<file path="src/rtl/ddr_tx_serializer.sv">
`default_nettype none
// ============================================================================
// Module      : ddr_tx_serializer
// Description : DDR-mode SDA bit serializer driven by SCL edge strobes.
//               Optional CRC5 generation is enabled with `define DDR_TX_CRC_EN.
// Revision    : 1.0 - initial release
// ============================================================================
module ddr_tx_serializer (
  input  logic       i_sys_clk,
  input  logic       i_sys_rst,
  input  logic       i_tx_en,
  input  logic [3:0] i_tx_mode,
  input  logic [7:0] i_tx_byte,
  input  logic       i_sclgen_pos_edge,
  input  logic       i_sclgen_neg_edge,
  output logic       o_sda,
  output logic       o_sda_pp_od,
  output logic       o_tx_mode_done
);

  localparam logic [3:0] MODE_CMD_PRE   = 4'd0;
  localparam logic [3:0] MODE_ONE       = 4'd1;
  localparam logic [3:0] MODE_BYTE      = 4'd2;
  localparam logic [3:0] MODE_PARITY    = 4'd3;
  localparam logic [3:0] MODE_ZERO      = 4'd4;
  localparam logic [3:0] MODE_CRC_TOKEN = 4'd5;
  localparam logic [3:0] MODE_CRC5      = 4'd6;

  typedef enum logic [0:0] {
    IDLE   = 1'b0,
    ACTIVE = 1'b1
  } state_t;

  state_t      state, state_nx;
  logic [3:0]  mode, mode_nx;
  logic [7:0]  tx_byte, tx_byte_nx;
  logic [2:0]  idx, idx_nx;
  logic [1:0]  parity, parity_nx;
  logic [15:0] word, word_nx;
  logic        sda_nx, pp_od_nx, done_nx;

  logic        slot, fire, start, bit_val;
  logic [3:0]  cur_mode;
  logic [2:0]  bit_idx, last_idx;
  logic [7:0]  byte_sh;
  logic [1:0]  pa_now, par_sh;
`ifdef DDR_TX_CRC_EN
  logic [4:0]  crc, crc_nx, crc_lat, crc_lat_nx, crc_sh;
  logic        crc_fb;
`endif

  always_ff @(posedge i_sys_clk or negedge i_sys_rst) begin
    if (!i_sys_rst) begin
      state          <= IDLE;
      mode           <= 4'd0;
      tx_byte        <= 8'd0;
      idx            <= 3'd0;
      parity         <= 2'd0;
      word           <= 16'd0;
      o_sda          <= 1'b1;
      o_sda_pp_od    <= 1'b0;
      o_tx_mode_done <= 1'b0;
`ifdef DDR_TX_CRC_EN
      crc            <= 5'h1F;
      crc_lat        <= 5'h1F;
`endif
    end else begin
      state          <= state_nx;
      mode           <= mode_nx;
      tx_byte        <= tx_byte_nx;
      idx            <= idx_nx;
      parity         <= parity_nx;
      word           <= word_nx;
      o_sda          <= sda_nx;
      o_sda_pp_od    <= pp_od_nx;
      o_tx_mode_done <= done_nx;
`ifdef DDR_TX_CRC_EN
      crc            <= crc_nx;
      crc_lat        <= crc_lat_nx;
`endif
    end
  end

  always_comb begin
    state_nx   = state;
    mode_nx    = mode;
    tx_byte_nx = tx_byte;
    idx_nx     = idx;
    parity_nx  = parity;
    word_nx    = word;
    sda_nx     = o_sda;
    pp_od_nx   = o_sda_pp_od;
    done_nx    = 1'b0;

    // idx==0 while ACTIVE means the previous mode finished; the next slot starts a new one
    slot     = i_sclgen_pos_edge | i_sclgen_neg_edge;
    fire     = slot & i_tx_en;
    start    = (state == IDLE) || (idx == 3'd0);
    cur_mode = start ? i_tx_mode : mode;
    bit_idx  = start ? 3'd0 : idx;
    byte_sh  = (start ? i_tx_byte : tx_byte) << bit_idx;
    pa_now   = {^(word & 16'hAAAA), ~^(word & 16'h5555)};
    par_sh   = (start ? pa_now : parity) << bit_idx[0];
`ifdef DDR_TX_CRC_EN
    crc_nx     = crc;
    crc_lat_nx = crc_lat;
    crc_sh     = (start ? crc : crc_lat) << bit_idx;
`endif

    bit_val  = 1'b1;
    last_idx = 3'd0;
    case (cur_mode)
      MODE_CMD_PRE:   begin bit_val = (bit_idx != 3'd0); last_idx = 3'd1; end
      MODE_ONE:       begin bit_val = 1'b1;              last_idx = 3'd0; end
      MODE_BYTE:      begin bit_val = byte_sh[7];        last_idx = 3'd7; end
      MODE_PARITY:    begin bit_val = par_sh[1];         last_idx = 3'd1; end
      MODE_ZERO:      begin bit_val = 1'b0;              last_idx = 3'd0; end
      MODE_CRC_TOKEN: begin bit_val = (bit_idx < 3'd2);  last_idx = 3'd3; end
      MODE_CRC5: begin
`ifdef DDR_TX_CRC_EN
        bit_val  = crc_sh[4];
`else
        bit_val  = 1'b1;
`endif
        last_idx = 3'd4;
      end
      default:        begin bit_val = 1'b1;              last_idx = 3'd0; end
    endcase

`ifdef DDR_TX_CRC_EN
    crc_fb = crc[4] ^ bit_val;
`endif

    if (state == ACTIVE && !i_tx_en) begin
      state_nx = IDLE;
      idx_nx   = 3'd0;
      sda_nx   = 1'b1;
      pp_od_nx = 1'b0;
    end else if (fire) begin
      state_nx = ACTIVE;
      sda_nx   = bit_val;
      pp_od_nx = 1'b1;
      if (start) begin
        mode_nx    = i_tx_mode;
        tx_byte_nx = i_tx_byte;
        parity_nx  = pa_now;
`ifdef DDR_TX_CRC_EN
        crc_lat_nx = crc;
`endif
      end
      if (bit_idx == last_idx) begin
        idx_nx  = 3'd0;
        done_nx = 1'b1;
      end else begin
        idx_nx  = bit_idx + 3'd1;
      end
      if (cur_mode == MODE_BYTE) begin
        word_nx = {word[14:0], bit_val};
`ifdef DDR_TX_CRC_EN
        crc_nx  = {crc[3:0], 1'b0} ^ (crc_fb ? 5'b00101 : 5'b00000);
`endif
      end
      if (cur_mode == MODE_PARITY && bit_idx == last_idx) begin
        word_nx = 16'd0;
      end
`ifdef DDR_TX_CRC_EN
      if (cur_mode == MODE_CMD_PRE && start) begin
        crc_nx = 5'h1F;
      end
`endif
    end
  end

endmodule
`default_nettype wire

</file>
<file path="config.mk">
export PLATFORM = sky130hd
export DESIGN_NAME = ddr_tx_serializer
export DESIGN_NICKNAME = d
export VERILOG_FILES = /design/src/rtl/ddr_tx_serializer.sv
export SDC_FILE = /design/constraint.sdc
export NUM_CORES = 1
export LEC_CHECK = 0
export ABC_AREA = 1
export BUFFER_PORTS_ARGS = -buffer_cell sky130_fd_sc_hd__buf_4
export CELL_PAD_IN_SITES_DETAIL_PLACEMENT = 1
export CELL_PAD_IN_SITES_GLOBAL_PLACEMENT = 1
export CORE_MARGIN = 2
export CORE_UTILIZATION = 40
export CTS_CLUSTER_SIZE = 10
export DETAILED_ROUTE_END_ITERATION = 6
export PLACE_DENSITY = 0.8
export SYNTH_ARGS = -nofsm -noshare
export SYNTH_HDL_FRONTEND = slang
export SYNTH_SLANG_ARGS = --single-unit
export TNS_END_PERCENT = 1
</file>
<file path="constraint.sdc">
create_clock -name i_sys_clk -period 1.8 [get_ports i_sys_clk]
set_input_delay 0.09 -clock i_sys_clk [delete_from_list [all_inputs] [get_ports i_sys_clk]]
set_output_delay 0.09 -clock i_sys_clk [all_outputs]
set_load 0.05 [all_outputs]
</file>
After elaboration in Yosys (flattened, before gate mapping). Cells that the tools add are included.

Order comparisons: 1. $add $sub $neg: 1. Shift operators: 2. Eq/ne operators: 6. Reductions and logical operators: 14. Multipliers: 0. Bitwise logic cells: 4. Muxes and demuxes: 18. Divide/modulo/power cells: 0.

Operator list (number): 16-bit 2-to-1 mux (2); 16-bit XNOR reduction (1); 16-bit XOR reduction (1); 4-bit by 3-bit equality test with 1-bit output, second input constant (3); 3-bit 2-to-1 mux (4); 3-bit case mux with 4 select lines (1); 4-bit by 2-bit equality test with 1-bit output, second input constant (2); 8-bit 2-to-1 mux (1); 8-bit by 3-bit left shift with 8-bit output (1); 1-bit 2-to-1 mux (7); 1-bit case mux with 5 select lines (1); 4-bit zero test (1); 4-bit 2-to-1 mux (1); 2-bit nonzero test (2); 3-bit by 1-bit adder with 3-bit output, second input constant (1); 3-bit equality test (1); 3-bit zero test (1); 3-bit by 2-bit < comparator with 1-bit output, second input constant (1); 3-bit AND reduction (1); 3-bit nonzero test (1); 1-bit logical AND (2); 2-bit 2-to-1 mux (1); 1-bit inverter (2); 2-bit AND reduction (1); other kinds (6) (6).

Latch bits: 0. Output and inout port bits: 3. Bits in registers: 36. Bits in writable memories: 0. Bits of input ports: 17. Memories kept: 0. Word-level logic and storage cells: 54. Bits in read-only memories: 0.

Depth between registers and ports, before layout.
Depth after elaboration: 10. Mapped depth: 17. Depth with buffers taken out: 16.

Least setup slack after synthesis. OpenSTA, ideal clock, no wires.

Path kind: reg2reg. Start: register state. End: register word[1]. Slack: -0.366 ns. Data required time: 1.683 ns. Period minus slack after synthesis: 2.166 ns. Arrival time: 2.049 ns. Cell stages (with the launch flop): 16. Setup time: 0.117 ns. Path buffers: 2. Cell sequence: dfrtp_1 > buf_2 > nand3_1 > nand2_1 > nand2_1 > inv_1 > nand2_2 > nand2_1 > nand2_1 > nand2_2 > nand4_4 > nand2_2 > nand2_4 > buf_6 > nand2_2 > nand2_1.

Longest elaborated chain between the ends: 10. Elaborated cells between the ends (all ways): 18. Those cells by class: 5 x eq/ne; 4 x mux; 2 x bitwise; 7 x reduce/logical.

RTL lines: start: declaration (RTL line 34) `state_t state, state_nx;`; start signal: assignment (RTL line 68) `state <= state_nx;`; 1-bit inverter (RTL line 98) `start = (state == IDLE) || (idx == 3'd0);`; 1-bit logical OR (RTL line 98); 4-bit 2-to-1 mux; 4-bit by 2-bit equality test with 1-bit output or 4-bit zero test (tied branches) (RTL line 112, 163); 2-bit OR reduction (no line); 3-bit case mux with 4 select lines (RTL line 112) `case (cur_mode)`; 3-bit equality test (RTL line 163) `if (cur_mode == MODE_PARITY && bit_idx == last_idx) begin`; 1-bit logical AND (RTL line 163); 2-bit nonzero test (no line); 3-bit AND reduction (no line); end signal: assignment (RTL line 73) `word <= word_nx;`; end: declaration (RTL line 39) `logic [15:0] word, word_nx;`.

Parallel ways exist; a longest one is shown, timed or not. A chain may end at the register's enable or synchronous reset.

Worst setup path after layout.
Start: register idx[1]. End: register word[4].

Longest elaborated chain between the ends: 10. Elaborated cells between the ends (all ways): 16. Those cells by class: 5 x eq/ne; 4 x mux; 7 x reduce/logical.

RTL lines: start: declaration (RTL line 37) `logic [2:0] idx, idx_nx;`; start signal: assignment (RTL line 71) `idx <= idx_nx;`; 3-bit zero test (RTL line 98); 1-bit logical OR (RTL line 98); 4-bit 2-to-1 mux; 4-bit by 2-bit equality test with 1-bit output or 4-bit zero test (tied branches) (RTL line 112, 163); 2-bit OR reduction (no line); 3-bit case mux with 4 select lines (RTL line 112); 3-bit equality test (RTL line 163); 1-bit logical AND (RTL line 163); 2-bit nonzero test (no line); 3-bit AND reduction (no line).

Parallel ways exist; a longest one is shown, timed or not.

==> metrics.yaml <==
outcome:
  status: "finished with violations"
  violations: "negative setup slack"
cts:
  cts.sinks: 36
  clock_latency_ns: 0.29
  cts_made_buffers: 5
  cts.htree.levels: 2
  cts_tree: "built"
  clk_path_buf_depth: 2
  clk_pin_slew_ns: 0.08
  root_buffer: "clkbuf_8"
die:
  num_rows: 26
  core_area_mm2: 0.00511
  ios: 20
  die_w_um: 76.9
  start_util_pct: 41.6
  chipHeight_um: 76.9
  die-area_mm2: 0.00592
sta:
  drv_slew: 0
  finalSetupViolations: 21
  fin_skew_ns: 0.0123
  rsz0062_at_grt: "true"
  finalCriticalPeriod_ns: 2.10
  hold_violations: 0
  fmax_ghz: 0.477
  finalCritPeriodShare_pct: 117
  tns_ns: -5.41
  worst_pin_slew_ns: 0.484
  setup_ws_ns: -0.299
  max-slew-margin-rel_pct: 67.7
grt:
  track_usage_pct: 21.5
  overflow: 0
  grt_pass1_wl_um: 10200
  antenna_found_initial: 0
  grt_pass1_vias: 2124
  grt_max_degree: 37
setup_path:
  critPathLaunchType: "flip-flop"
  critPathArrivalTime_ns: 2.28
  path_class: "reg -> reg"
  end_kind: "flip-flop"
  crit_path_start: "idx[1]"
  cp.required_ns: 1.98
  worst-path-max-fanout: 8
  r2r-start: "idx[1]"
routing:
  drc_errors: 0
  wl_met2_um: 3630
  wl_per_cell_um: 18.1
  m1WireLength_um: 3000
  totalWireLength_um: 6950
  num_vias: 2079
  antenna_left: 0
  drt_iter0_markers: 99
  highest_layer: "met4"
  first_pass_iters: 4
  dr_wl_met3_um: 183
  routed_via_density: 5.41
placement:
  gp_congestion: 0.809
  place_inst: 365
  hpwl_um: 4220
  io_buffers: 19
power_and_ir_drop:
  finalPower_w: 0.00348
  power_density_mw_per_mm2: 1190
  p_leak_nw: 1.48
  vdd_drop_max_mv: 0.501
finish:
  nNetsFinal: 332
  multi_input_area_mm2: 0.00130
  fill_cells: 613
  finalNonFillerCells: 384
  drive_gt1_share_pct: 41.4
  areaGrowthSynthToFinish_pct: 37.2
  regArea_um2: 906
  n_antenna_cell: 0
hold_path:
  hp-start: "i_tx_en"
  hold_class: "in -> reg"
run:
  drv_cap: 0
logic_synthesis:
  synth.ff_latch_count: 36
  synth.cell_area_mm2: 0.00213
  syn_nets: 277
  yosysWarningCount: 0
  synthTopCellsByArea: "dfrtp_1 41%, nand2_1 13%, nand2_2 6.8%"
  synth_seq_area_share_pct: 42.4
  syn_area_per_cell_um2: 8.24
  synth.distinct_cells: 31
  synth_top_area_share_pct: 41.2
  yosysTopAreaCell: "dfrtp_1"
  syn_inst: 258
-- layout by cell type, fill, tap and decap left out, types with 2 or more instances in the layout --
| master | n |
|---|---|
| inv_2 | 3 |
| buf_4 | 46 |
| nand4_1 | 16 |
| clkbuf_8 | 5 |
| dfrtp_1 | 34 |
| clkbuf_1 | 2 |
| ha_1 | 2 |
| nand3_2 | 8 |
| mux2_2 | 8 |
| buf_6 | 6 |
| nand2_1 | 61 |
| o211ai_1 | 3 |
| nand2_4 | 14 |
| inv_1 | 15 |
| nand2_2 | 21 |
| o21ai_0 | 10 |
| nor2_1 | 5 |
| nor2_4 | 3 |
| nand3_4 | 2 |
| buf_12 | 2 |
| nor2_2 | 3 |
| xor2_1 | 3 |
| xnor2_1 | 10 |
| nand3_1 | 12 |
| nand2_8 | 2 |
| nand3b_1 | 2 |
| a21oi_1 | 4 |
-- per-stage QoR --
step           utilization [%]  cell area, µm²  hold WS [ns]  setup WS, ns
5_1_grt                   57.2            2920        0.0267        -0.401
3_5_place_dp              50.5            2580        0.0842        -0.230
6_report                  57.2            2920        0.0274        -0.299
3_3_place_gp              50.5            2580        0.0767        -0.126
2_1_floorplan                -            2190        -0.206        -0.152
4_1_cts                   54.2            2770        0.0241        -0.186
-- cell type report --
class	instances	share of cell area, %
Multi-Input combinational cell	195	44.7
Timing Repair Buffer	55	15.9
Sequential cell	36	31.0
Tap cell	70	3.00
Clock inverter	1	0.171
Inverter	20	2.66
Clock buffer	7	2.61
-- where the power goes --
group	internal, W	switching, W
combinational	0.000747	0.00101
clock	0.000272	0.000310
sequential	0.000990	0.000147
total	0.00201	0.00147
-- cell families (layout without fill, tap and decap cells) --
logic type / after synthesis / after routing / share of synthesized area [%]
AOI/OAI and AO/OA: 20 / 20 / 5.41
xor gates and xnor gates: 13 / 13 / 5.35
adders and majority gates: 2 / 2 / 1.18
buffers and inverters: 28 / 83 / 5.76
DFF: 36 / 36 / 42.4
muxes: 8 / 8 / 4.24
and+or+nand+nor: 151 / 152 / 35.6
-- routing by layer --
layer / up-vias / global-route usage (%)
met3: 10 / 3.06
met4: 0 / 7.09
li1: 961 / -
met1: 1064 / 27.5
met5: - / 0
met2: 44 / 37.4
-- state kept, by name, indices dropped and copies added, names as in the netlist --
signal / count
parity: 2
word: 16
tx_byte: 8
state: 1
idx: 3
o_sda: 1
mode: 4
o_tx_mode_done: 1
-- timing repair --
action / in CTS / in global routing
hold endpoints to repair: 35 / 0
buffers inserted: 3 / 6
cloned: 1 / 0
gates resized for setup: 12 / 29
endpoints found under the setup margin: 21 / 28
hold buffers: 1 / 0
pin swaps: 13 / 21
-- path summary, 6_finish.rpt --
| kind | to | slack (ns) | depth (start not counted) |
|---|---|---|---|
| max in group asynchronous | state | 1.12 | 2 |
| min in group asynchronous | mode[1] | 0.30 | 2 |
| max reg2reg | word[4] | -0.30 | 15 |
| max | word[4] | -0.30 | 15 |
| min reg2reg | tx_byte[0] | 0.51 | 1 |
| min | state | 0.03 | 3 |
-- critical path, cell delays in order, from the launching register on --
cell	delay (ns)
dfrtp_1	0.43
inv_2	0.10
nand3_4	0.11
nand2_4	0.12
buf_6	0.11
nand2_1	0.06
nand2_1	0.11
nand2_1	0.10
nand2_4	0.10
nand3_2	0.09
nand2_2	0.12
nand4_4	0.11
nand2_4	0.16
nand2_8	0.10
nand2_1	0.09
nand2_1	0.06
-- cells in the mapped netlist, drive strengths merged --
cell,count
a21oi,4
buf,4
clkbuf,4
clkinv,1
dfrtp,35
dfstp,1
ha,2
inv,19
mux2,8
nand2,97
nand3,22
nand3b,2
nand4,17
nor2,11
nor3,1
o211ai,3
o21ai,12
o22a,1
or2,1
xnor2,10
xor2,3
(Power assumes the default switching activity.)
